File: src/rtl/parity_check_stage.sv
// parity_check_stage
//   Sits directly downstream of the parity generator. Each incoming word has
//   its parity rechecked. The word and its mismatch flag are forwarded through
//   a 2-entry skid buffer, which lets in_ready come straight from a flop.
//   A saturating error counter and a sticky error flag give status readout.
//
// Ports
//   clk        : clock, all logic on rising edge
//   rst        : synchronous active-high reset
//   in_valid   : upstream word valid
//   in_ready   : stage can accept a word (registered)
//   in_data    : data word [WIDTH]
//   in_parity  : parity bit produced upstream
//   out_valid  : downstream word valid
//   out_ready  : downstream accepts word
//   out_data   : forwarded data word [WIDTH]
//   out_error  : parity mismatch for the word on out_data
//   err_count  : mismatched words accepted, saturating [CNT_WIDTH]
//   err_sticky : set on any accepted mismatch, held until cleared
//   clr_err    : synchronous clear of err_count and err_sticky
module parity_check_stage #(
  parameter int WIDTH     = 8,
  parameter bit ODD       = 1'b0,
  parameter int CNT_WIDTH = 8
) (
  input  logic                 clk,
  input  logic                 rst,
  input  logic                 in_valid,
  output logic                 in_ready,
  input  logic [WIDTH-1:0]     in_data,
  input  logic                 in_parity,
  output logic                 out_valid,
  input  logic                 out_ready,
  output logic [WIDTH-1:0]     out_data,
  output logic                 out_error,
  output logic [CNT_WIDTH-1:0] err_count,
  output logic                 err_sticky,
  input  logic                 clr_err
);

  localparam logic [CNT_WIDTH-1:0] CNT_MAX = '1;

  function automatic logic parity_err(input logic [WIDTH-1:0] data,
                                      input logic             par);
    return (^data) ^ par ^ ODD;
  endfunction

  function automatic logic [CNT_WIDTH-1:0] sat_inc(input logic [CNT_WIDTH-1:0] v);
    return (v == CNT_MAX) ? v : v + CNT_WIDTH'(1);
  endfunction

  // ---- stage p0: input check and handshake decode ----
  logic       err_p0;
  logic       accept_p0;
  logic       xfer_p0;
  logic [1:0] count_next;

  logic [1:0]       count_p1;
  logic [WIDTH-1:0] head_data_p1;
  logic             head_err_p1;
  logic [WIDTH-1:0] tail_data_p1;
  logic             tail_err_p1;
  logic             ready_p1;

  assign err_p0    = parity_err(in_data, in_parity);
  assign accept_p0 = in_valid && ready_p1;
  assign xfer_p0   = out_valid && out_ready;

  always_comb begin
    count_next = count_p1;
    case ({accept_p0, xfer_p0})
      2'b10:   count_next = count_p1 + 2'd1;
      2'b01:   count_next = count_p1 - 2'd1;
      default: count_next = count_p1;
    endcase
  end

  // ---- stage p1: skid buffer (head feeds the outputs) ----
  always_ff @(posedge clk) begin
    if (rst) begin
      count_p1     <= 2'd0;
      ready_p1     <= 1'b1;
      head_data_p1 <= '0;
      head_err_p1  <= 1'b0;
    end else begin
      count_p1 <= count_next;
      // Registered, so in_ready never has a combinational path from out_ready.
      ready_p1 <= (count_next < 2'd2);
      if (count_p1 == 2'd2 && xfer_p0) begin
        head_data_p1 <= tail_data_p1;
        head_err_p1  <= tail_err_p1;
      end else if (accept_p0 && (count_p1 == 2'd0 || (count_p1 == 2'd1 && xfer_p0))) begin
        head_data_p1 <= in_data;
        head_err_p1  <= err_p0;
      end
    end
  end

  // Tail only ever holds a word that is behind a valid head; its contents
  // are don't-care while unoccupied, so it carries no reset.
  always_ff @(posedge clk) begin
    if (accept_p0 && count_p1 == 2'd1 && !xfer_p0) begin
      tail_data_p1 <= in_data;
      tail_err_p1  <= err_p0;
    end
  end

  // Error status counts at accept time; a clear in the same cycle as an
  // erroneous accept is applied first, leaving a count of one.
  always_ff @(posedge clk) begin
    if (rst) begin
      err_count  <= '0;
      err_sticky <= 1'b0;
    end else if (clr_err) begin
      err_count  <= (accept_p0 && err_p0) ? CNT_WIDTH'(1) : '0;
      err_sticky <= accept_p0 && err_p0;
    end else if (accept_p0 && err_p0) begin
      err_count  <= sat_inc(err_count);
      err_sticky <= 1'b1;
    end
  end

  assign in_ready  = ready_p1;
  assign out_valid = (count_p1 != 2'd0);
  assign out_data  = head_data_p1;
  assign out_error = head_err_p1;

endmodule

File: config.mk
export PLATFORM = sky130hd
export DESIGN_NAME = parity_check_stage
export DESIGN_NICKNAME = d
export VERILOG_FILES = /design/src/rtl/parity_check_stage.sv
export SDC_FILE = /design/constraint.sdc
export NUM_CORES = 1
export LEC_CHECK = 0
export ABC_CLOCK_PERIOD_IN_PS = 3700
export BUFFER_PORTS_ARGS = -buffer_cell sky130_fd_sc_hd__buf_4
export CAP_MARGIN = 25
export CORE_MARGIN = 3
export CORE_UTILIZATION = 30
export DETAILED_ROUTE_END_ITERATION = 6
export HOLD_SLACK_MARGIN = 0.05
export PLACE_DENSITY = 0.5
export REMOVE_ABC_BUFFERS = 1
export SKIP_LAST_GASP = 1
export SLEW_MARGIN = 20
export SYNTH_ARGS = -nofsm -noshare
export SYNTH_HDL_FRONTEND = slang
export SYNTH_SLANG_ARGS = --single-unit
File: constraint.sdc
create_clock -name clk -period 3.7 [get_ports clk]
set_clock_uncertainty 0.1 [all_clocks]
set_input_delay 0 -clock clk [delete_from_list [all_inputs] [get_ports clk]]
set_output_delay 0 -clock clk [all_outputs]
set_load 0.05 [all_outputs]
==> run_results.csv, run 1 <==
group,metric,value,unit
status,outcome,"finished, final reports clean",
route,drt-pass1-iter-count,4,
cts,cts_hold_buffers,11,
pwr,p_leak,0.0008435,uW
pwr,max-vdd-ir-drop,0.2047,mV
global_routing,antenna_found_initial,0,
hold_path,hp-class,"in2reg",
global_routing,grt_pass1_wl,5589,um
route,drc,0,
cells_and_area,nets,218,
sta,setup_viol,0,
logic_synthesis,netlist_area,0.001464,mm^2
floorplanning,die-area,0.005754,mm^2
route,drt-wirelength-per-cell,13.00,um
pwr,total_power,1303,uW
sta,hold_ws,0.09559,ns
logic_synthesis,yosysWarnings,0,
global_routing,grt_max_degree,19,
cells_and_area,final_common_cell,"buf_4",
place,place_hpwl,2466,um
sta,clock.fmax,399.6,MHz
job,max_cap_viol_count,0,
floorplanning,core,0.004534,mm^2
worst_setup_path,critPathLaunchType,"flip-flop",
place,place_congestion,0.7823,
route,vias,1256,
cells_and_area,fillers,453,
logic_synthesis,yosys.area.top_type,"dfxtp_1",
logic_synthesis,synth_cell_type_count,34,
logic_synthesis,syn_area_per_cell,9.825,um^2
worst_setup_path,critPathKind,"reg2reg",
sta,tightest_slew,0.6613,ns
sta,relSlewSlack,0.5562,
logic_synthesis,ys_seq_area_frac,0.4718,
worst_setup_path,cp_data_arrival_time,2.57,ns
sta,setup_tns,0,ns
cells_and_area,area_growth,35.21,%
worst_setup_path,worst_path_max_delay_cell,"dlygate4sd3_1",
floorplanning,die_h,75.86,um
hold_path,hp-start,"out_ready",
worst_setup_path,r2r-start,"err_count[0]",
cts,cts-root-buf,"clkbuf_8",
worst_setup_path,end_kind,"flip-flop",
worst_setup_path,r2r_slack,1.20,ns
cts,cts_tree,"built",
sta,finalMaxSlewViolations,0,
route,drt_iter0_markers,44,
route,ant_nets,0,
place,port_buffers,33,
route,routed_wl,3433,um
worst_setup_path,max_stage_delay,0.54,ns
floorplanning,num_rows,24,
cts,ctsResizeCount,0,
cts,cts_setup_buffers,0,
cts,clkLatencyLatePin,0.28,ns
cts,clock_path_buffers,2,
cts,htree_levels,2,
cts,clkTransAtPathRegs,0.06,ns
floorplanning,start_util,0.3228,
floorplanning,die_w,75.86,um
cts,cts_inserted_buffers,5,
logic_synthesis,synth_area_leaders,"dfxtp_1 (29%), edfxtp_1 (18%), nor2_1 (7.9%), ha_1 (5.1%), nor4_1 (3.4%)",
pwr,p_per_area,658.3,mW/mm^2
worst_setup_path,worstPathRequired,3.76,ns
global_routing,grt_pass1_vias,1313,
global_routing,overflow,0,
logic_synthesis,ys_seq_elements,30,
logic_synthesis,synth_top_area_share,0.2872,
sta,report.final.hold_viol_count,0,
worst_setup_path,cp_max_fo,7,
sta,fin_crit_sh,0.6764,
sta,rsz0062_at_grt,"false",
route,routed_via_density,4.758,
cells_and_area,n_antenna_cell,0,
cells_and_area,final_cell_mix,"buf_4 (33), nor2_1 (31), dfxtp_1 (21)",
logic_synthesis,synth_cells,149,
cells_and_area,layout-drive-gt1-share,0.2462,
worst_setup_path,path_cells,"ha_1 -> nand4_1 -> o211ai_1 -> mux2i_4 -> xor2_1 -> o21a_1 -> dlygate4sd3_1",
cells_and_area,final_core_util,0.4365,
cts,clock_sinks,30,
global_routing,gr-usage-all-layers,0.1292,
sta,period_minus_slack,2.503,ns
worst_setup_path,crit_start,"err_count[0]",
floorplanning,ios,34,
==> sequential cells by signal, summed over array words and instances (netlist names), named ones only <==
| signal | flops |
|---|---|
| count_p1 | 1 |
| err_count | 8 |
| err_sticky | 1 |
| in_ready | 1 |
| out_data | 8 |
| out_error | 1 |
| tail_data_p1 | 8 |
| tail_err_p1 | 1 |
==> report_power, final <==
group	switching [uW]	total, uW	internal [uW]
Clock	117	267	150
Combinational	389	586	197
Sequential	38.6	450	412
==> area by class of cell <==
cell class                 instances  area, um^2  share of cell area
clock buffer                       7       86.33             0.04362
clock inverter                     1       5.005            0.002528
inverter                           7       40.04             0.02023
multi-input combinational        110       718.2              0.3628
sequential                        30       690.7              0.3489
tap                               65       81.33             0.04109
timing repair buffer              44       357.8              0.1808
==> worst max-delay path: cells and delay by family, from the launching register on <==
kind	cells	cell delay [ns]
AO/OA/AOI/OAI	2	0.47
XOR/XNOR	1	0.16
adder cells (fa/ha/maj)	1	0.31
buffers and inverters	1	0.54
flip-flops	1	0.44
multiplexers	1	0.15
AND/OR/NAND/NOR	1	0.21
==> synth_stat cells, drive strengths merged <==
library cell / count
a211oi: 2
buf: 1
nor4: 8
nand4: 6
nor3: 1
a31o: 1
a21oi: 7
clkbuf: 1
nand3: 2
inv: 6
dfxtp: 21
o211ai: 3
or3: 4
mux2i: 5
ha: 6
edfxtp: 9
xor3: 1
xnor3: 2
nor2b: 2
nor2: 31
o21a: 1
nand2b: 1
bufinv: 1
xor2: 2
o21ai: 6
or2: 2
nand2: 9
xnor2: 3
a31oi: 2
nor4bb: 1
and3: 2
==> layer usage <==
| metal | GRT usage | vias up | share of wire |
|---|---|---|---|
| li1 | - | 632 | - |
| met1 | 0.1521 | 583 | 0.48 |
| met2 | 0.2091 | 34 | 0.45 |
| met3 | 0.03958 | 7 | 0.057 |
| met4 | 0.06990 | 0 | 0.017 |
| met5 | 0 | - | 0 |
==> through the flow <==
| stage | cell area [um^2] | setup WS, ns | std cells |
|---|---|---|---|
| 2_1_floorplan | 1449 | 1.539 | 147 |
| 3_3_place_gp | 1778 | 1.732 | 245 |
| 3_5_place_dp | 1778 | 1.510 | 245 |
| 4_1_cts | 1979 | 1.197 | 264 |
| 5_1_grt | 1979 | 1.010 | 264 |
| 6_report | 1979 | 1.197 | 264 |
==> worst paths after layout <==
check | end | depth (start not counted)
setup / recovery | err_count[0] | 7
hold / removal | out_error | 4
setup reg to reg | err_count[0] | 7
hold reg to reg | err_sticky | 2
==> logic make-up after synthesis <==
family | Yosys count | share of synthesized area
adders and majority gates | 6 | 0.05128
and+or+nand+nor | 69 | 0.2274
xor gates and xnor gates | 8 | 0.07949
AOI/OAI and AO/OA | 22 | 0.08974
DFF | 30 | 0.4718
buffers and inverters | 9 | 0.03760
muxes | 5 | 0.04274
No activity file was read; power rests on OpenSTA's default activity.
==> run 2, diff against run 1 <==
- ABC_AREA: default -> 1
- ABC_CLOCK_PERIOD_IN_PS: 3700 -> 2070
- PLACE_DENSITY: 0.5 -> 0.51
- clock period: 3.7 -> 2.07 ns (I/O delays scaled with it)
==> run 2 against run 1 <==
Effect of this change:
- hold slack improved by 0.054 ns
- maximum frequency increased by 42%
- clock power increased by 79%
- critical path type unchanged
- non-clock buffer count increased by 1
- core utilization decreased by 0.49 points
- die area increased by 7.9%
- sequential cell count unchanged
- power increased by 83%
- critical path depth increased by 3
==> run_results.csv, run 2 <==
group,metric,value,unit
worst_setup_path,critPathKind,"reg2reg",
cells_and_area,multi_input_area,790.8,um^2
sta,report.final.hold_viol_count,0,
place,place_hpwl,2666,um
logic_synthesis,synth_top_family_by_area,"simple AND/OR/NAND/NOR gates",
floorplanning,start_util,0.3236,
logic_synthesis,synth_cells,200,
cts,cts-root-buf,"clkbuf_8",
sta,clock.fmax,565.7,MHz
floorplanning,die_h,78.78,um
cells_and_area,layout-drive-gt1-share,0.2550,
cells_and_area,nets,270,
logic_synthesis,netlist_area,0.001589,mm^2
worst_setup_path,worstPathRequired,2.15,ns
floorplanning,die-area,0.006206,mm^2
worst_setup_path,worst_path_max_delay_cell,"dfxtp_1",
route,drt-wirelength-per-cell,11.28,um
cells_and_area,final_cell_mix,"nand2_1 (35), buf_4 (35), nor2_1 (25)",
logic_synthesis,synth_top_area_share,0.2646,
route,routed_wl,3586,um
logic_synthesis,yosys.area_share.adder,0.04724,
worst_setup_path,max_stage_delay,0.37,ns
worst_setup_path,crit_path_frequent_cell,"inv_1",
cts,clock_sinks,30,
worst_setup_path,path_cells,"inv_1 -> ha_1 -> inv_1 -> nand2_1 -> inv_1 -> ha_1 -> a211oi_1 -> a21oi_1 -> nand2_1 -> inv_1",
route,drt_iter0_markers,63,
logic_synthesis,ys_async_sr_fraction,0,
global_routing,antenna_found_initial,0,
cts,cts_tree,"built",
floorplanning,core,0.004911,mm^2
cells_and_area,postLayoutCellArea,0.002120,mm^2
logic_synthesis,synth_area_leaders,"dfxtp_1 (26%), edfxtp_1 (17%), nand2_1 (8.5%), nor2_1 (5.9%), inv_1 (5.7%)",
logic_synthesis,synth_cell_type_count,26,
cts,cts_inserted_buffers,5,
global_routing,gr-usage-all-layers,0.1297,
sta,fin_crit_sh,0.8540,
job,max_cap_viol_count,0,
logic_synthesis,synth_mux_area_frac,0,
worst_setup_path,cpLargestDelayFamily,"adder cells",
cts,clkTransAtPathRegs,0.06,ns
place,dp_cells,300,
sta,relSlewSlack,0.7573,
place,place_ws,0.2534,ns
logic_synthesis,ys_seq_elements,30,
route,ant_nets,0,
pwr,p_per_area,1124,mW/mm^2
place,placed_cell_area,0.001927,mm^2
sta,finalWorstSetupSlack,0.3023,ns
pwr,p_leak,0.0009637,uW
logic_synthesis,yosysWarnings,0,
logic_synthesis,syn_area_per_cell,7.945,um^2
logic_synthesis,yosys.area.top_type,"dfxtp_1",
worst_setup_path,cp_data_arrival_time,1.85,ns
pwr,total_power,2381,uW
global_routing,overflow,0,
route,drc,0,
logic_synthesis,synthFlopType,"dfxtp_1",
sta,setup_viol,0,
sta,tightest_slew,0.3636,ns
floorplanning,die_w,78.78,um
logic_synthesis,synth-xor-area-share,0.01654,
worst_setup_path,critPathLaunchType,"flip-flop",
sta,period_minus_slack,1.768,ns
logic_synthesis,synth_most_common_cell,"nand2_1",
logic_synthesis,synth-simple-area-share,0.3260,
cts,htree_levels,2,
sta,finalMaxSlewViolations,0,
global_routing,grt_pass1_wl,6230,um
cells_and_area,final_cells,318,
cts,clock_path_buffers,2,
sta,setup_tns,0,ns
worst_setup_path,cp_max_fo,4,
global_routing,grt_pass1_vias,1291,
route,routed_via_density,4.349,
logic_synthesis,synth_commonest_cells,"nand2_1 (36), nor2_1 (25), inv_1 (24), dfxtp_1 (21)",
status,outcome,"finished, final reports clean",
worst_setup_path,cp.buffers_inverters,4,
pwr,max-vdd-ir-drop,0.3474,mV
cells_and_area,fillers,502,
logic_synthesis,synth_compound_area_frac,0.1063,
cells_and_area,area_growth,33.39,%
route,vias,1383,
worst_setup_path,end_kind,"flip-flop",
sta,rsz0062_at_grt,"false",
floorplanning,ios,34,
logic_synthesis,synth_edf_count,9,
cells_and_area,regArea,690.7,um^2
place,place_congestion,0.7289,
cts,clkLatencyLatePin,0.28,ns
place,port_buffers,33,
floorplanning,num_rows,25,
route,drt-pass1-iter-count,4,
global_routing,grt_max_degree,13,
cells_and_area,n_antenna_cell,0,
hold_path,hp-class,"in2reg",
logic_synthesis,ys_seq_area_frac,0.4346,
==> run 2: cell count changes after synthesis, sizes merged, moves of 5 or more <==
cell    before  now
a211oi       2    7
inv          6   25
nand2        9   47
nand3        2   20
mux2i        5    0
nor4         8    0
o21ai        6   14
==> run 2: worst paths after layout <==
check                             endpoint  slack (ns)  cells past startpoint   startpoint
worst min register to register  err_sticky        0.38                      2   err_sticky
worst max register to register   flip-flop        0.30                     10  count_p1[0]
worst max-delay path             flip-flop        0.30                     10  count_p1[0]
worst min-delay path             out_error        0.15                      6    out_ready
==> run 2: cell families after synthesis <==
group                      count (synthesis)
xor gates and xnor gates                   3
DFF                                       30
adders and majority gates                  6
AOI/OAI and AO/OA                         30
and+or+nand+nor                          102
buffers and inverters                     29
==> run 2: layer usage <==
metal / vias up / GRT usage / wire length (um)
li1: 760 / - / -
met1: 595 / 0.1759 / 1794
met2: 22 / 0.1952 / 1598
met3: 6 / 0.03401 / 125
met4: 0 / 0.05245 / 66
met5: - / 0 / 0
==> run 2: timing repair <==
| action | in CTS | in global routing |
|---|---|---|
| hold endpoints to repair | 26 | 0 |
| hold buffers | 10 | 0 |
| resized for setup | 0 | 1 |
| endpoints found under the setup margin | 0 | 2 |
| setup buffers | 0 | 0 |
==> run 2: final cells by class <==
type / instances / share of cell area
Sequential cell: 30 / 0.3259
Inverter: 27 / 0.04782
Tap cell: 67 / 0.03955
Clock buffer: 6 / 0.03896
Timing Repair Buffer: 45 / 0.1712
Clock inverter: 2 / 0.003542
Multi-Input combinational cell: 141 / 0.3731
==> run 2: through the flow <==
| stage | hold slack [ns] | utilization |
|---|---|---|
| CTS | 0.1580 | 0.4311 |
| global route | 0.2306 | 0.4316 |
| finish | 0.1498 | 0.4316 |
| detailed placement | 0.1055 | 0.3924 |
| floorplan | -0.03093 | - |
| global placement | 0.09890 | 0.3924 |
==> run 2: power breakdown <==
part           internal [uW]  switching [uW]
combinational            343             746
clock                    261             218
sequential               742            71.8
total                   1350            1040
==> run 2: worst register-to-register path, cell delays in order (launching register included) <==
cell,delay [ns]
dfxtp_1,0.37
inv_1,0.08
ha_1,0.19
inv_1,0.08
nand2_1,0.09
inv_1,0.10
ha_1,0.27
a211oi_1,0.22
a21oi_1,0.06
nand2_1,0.08
inv_1,0.04
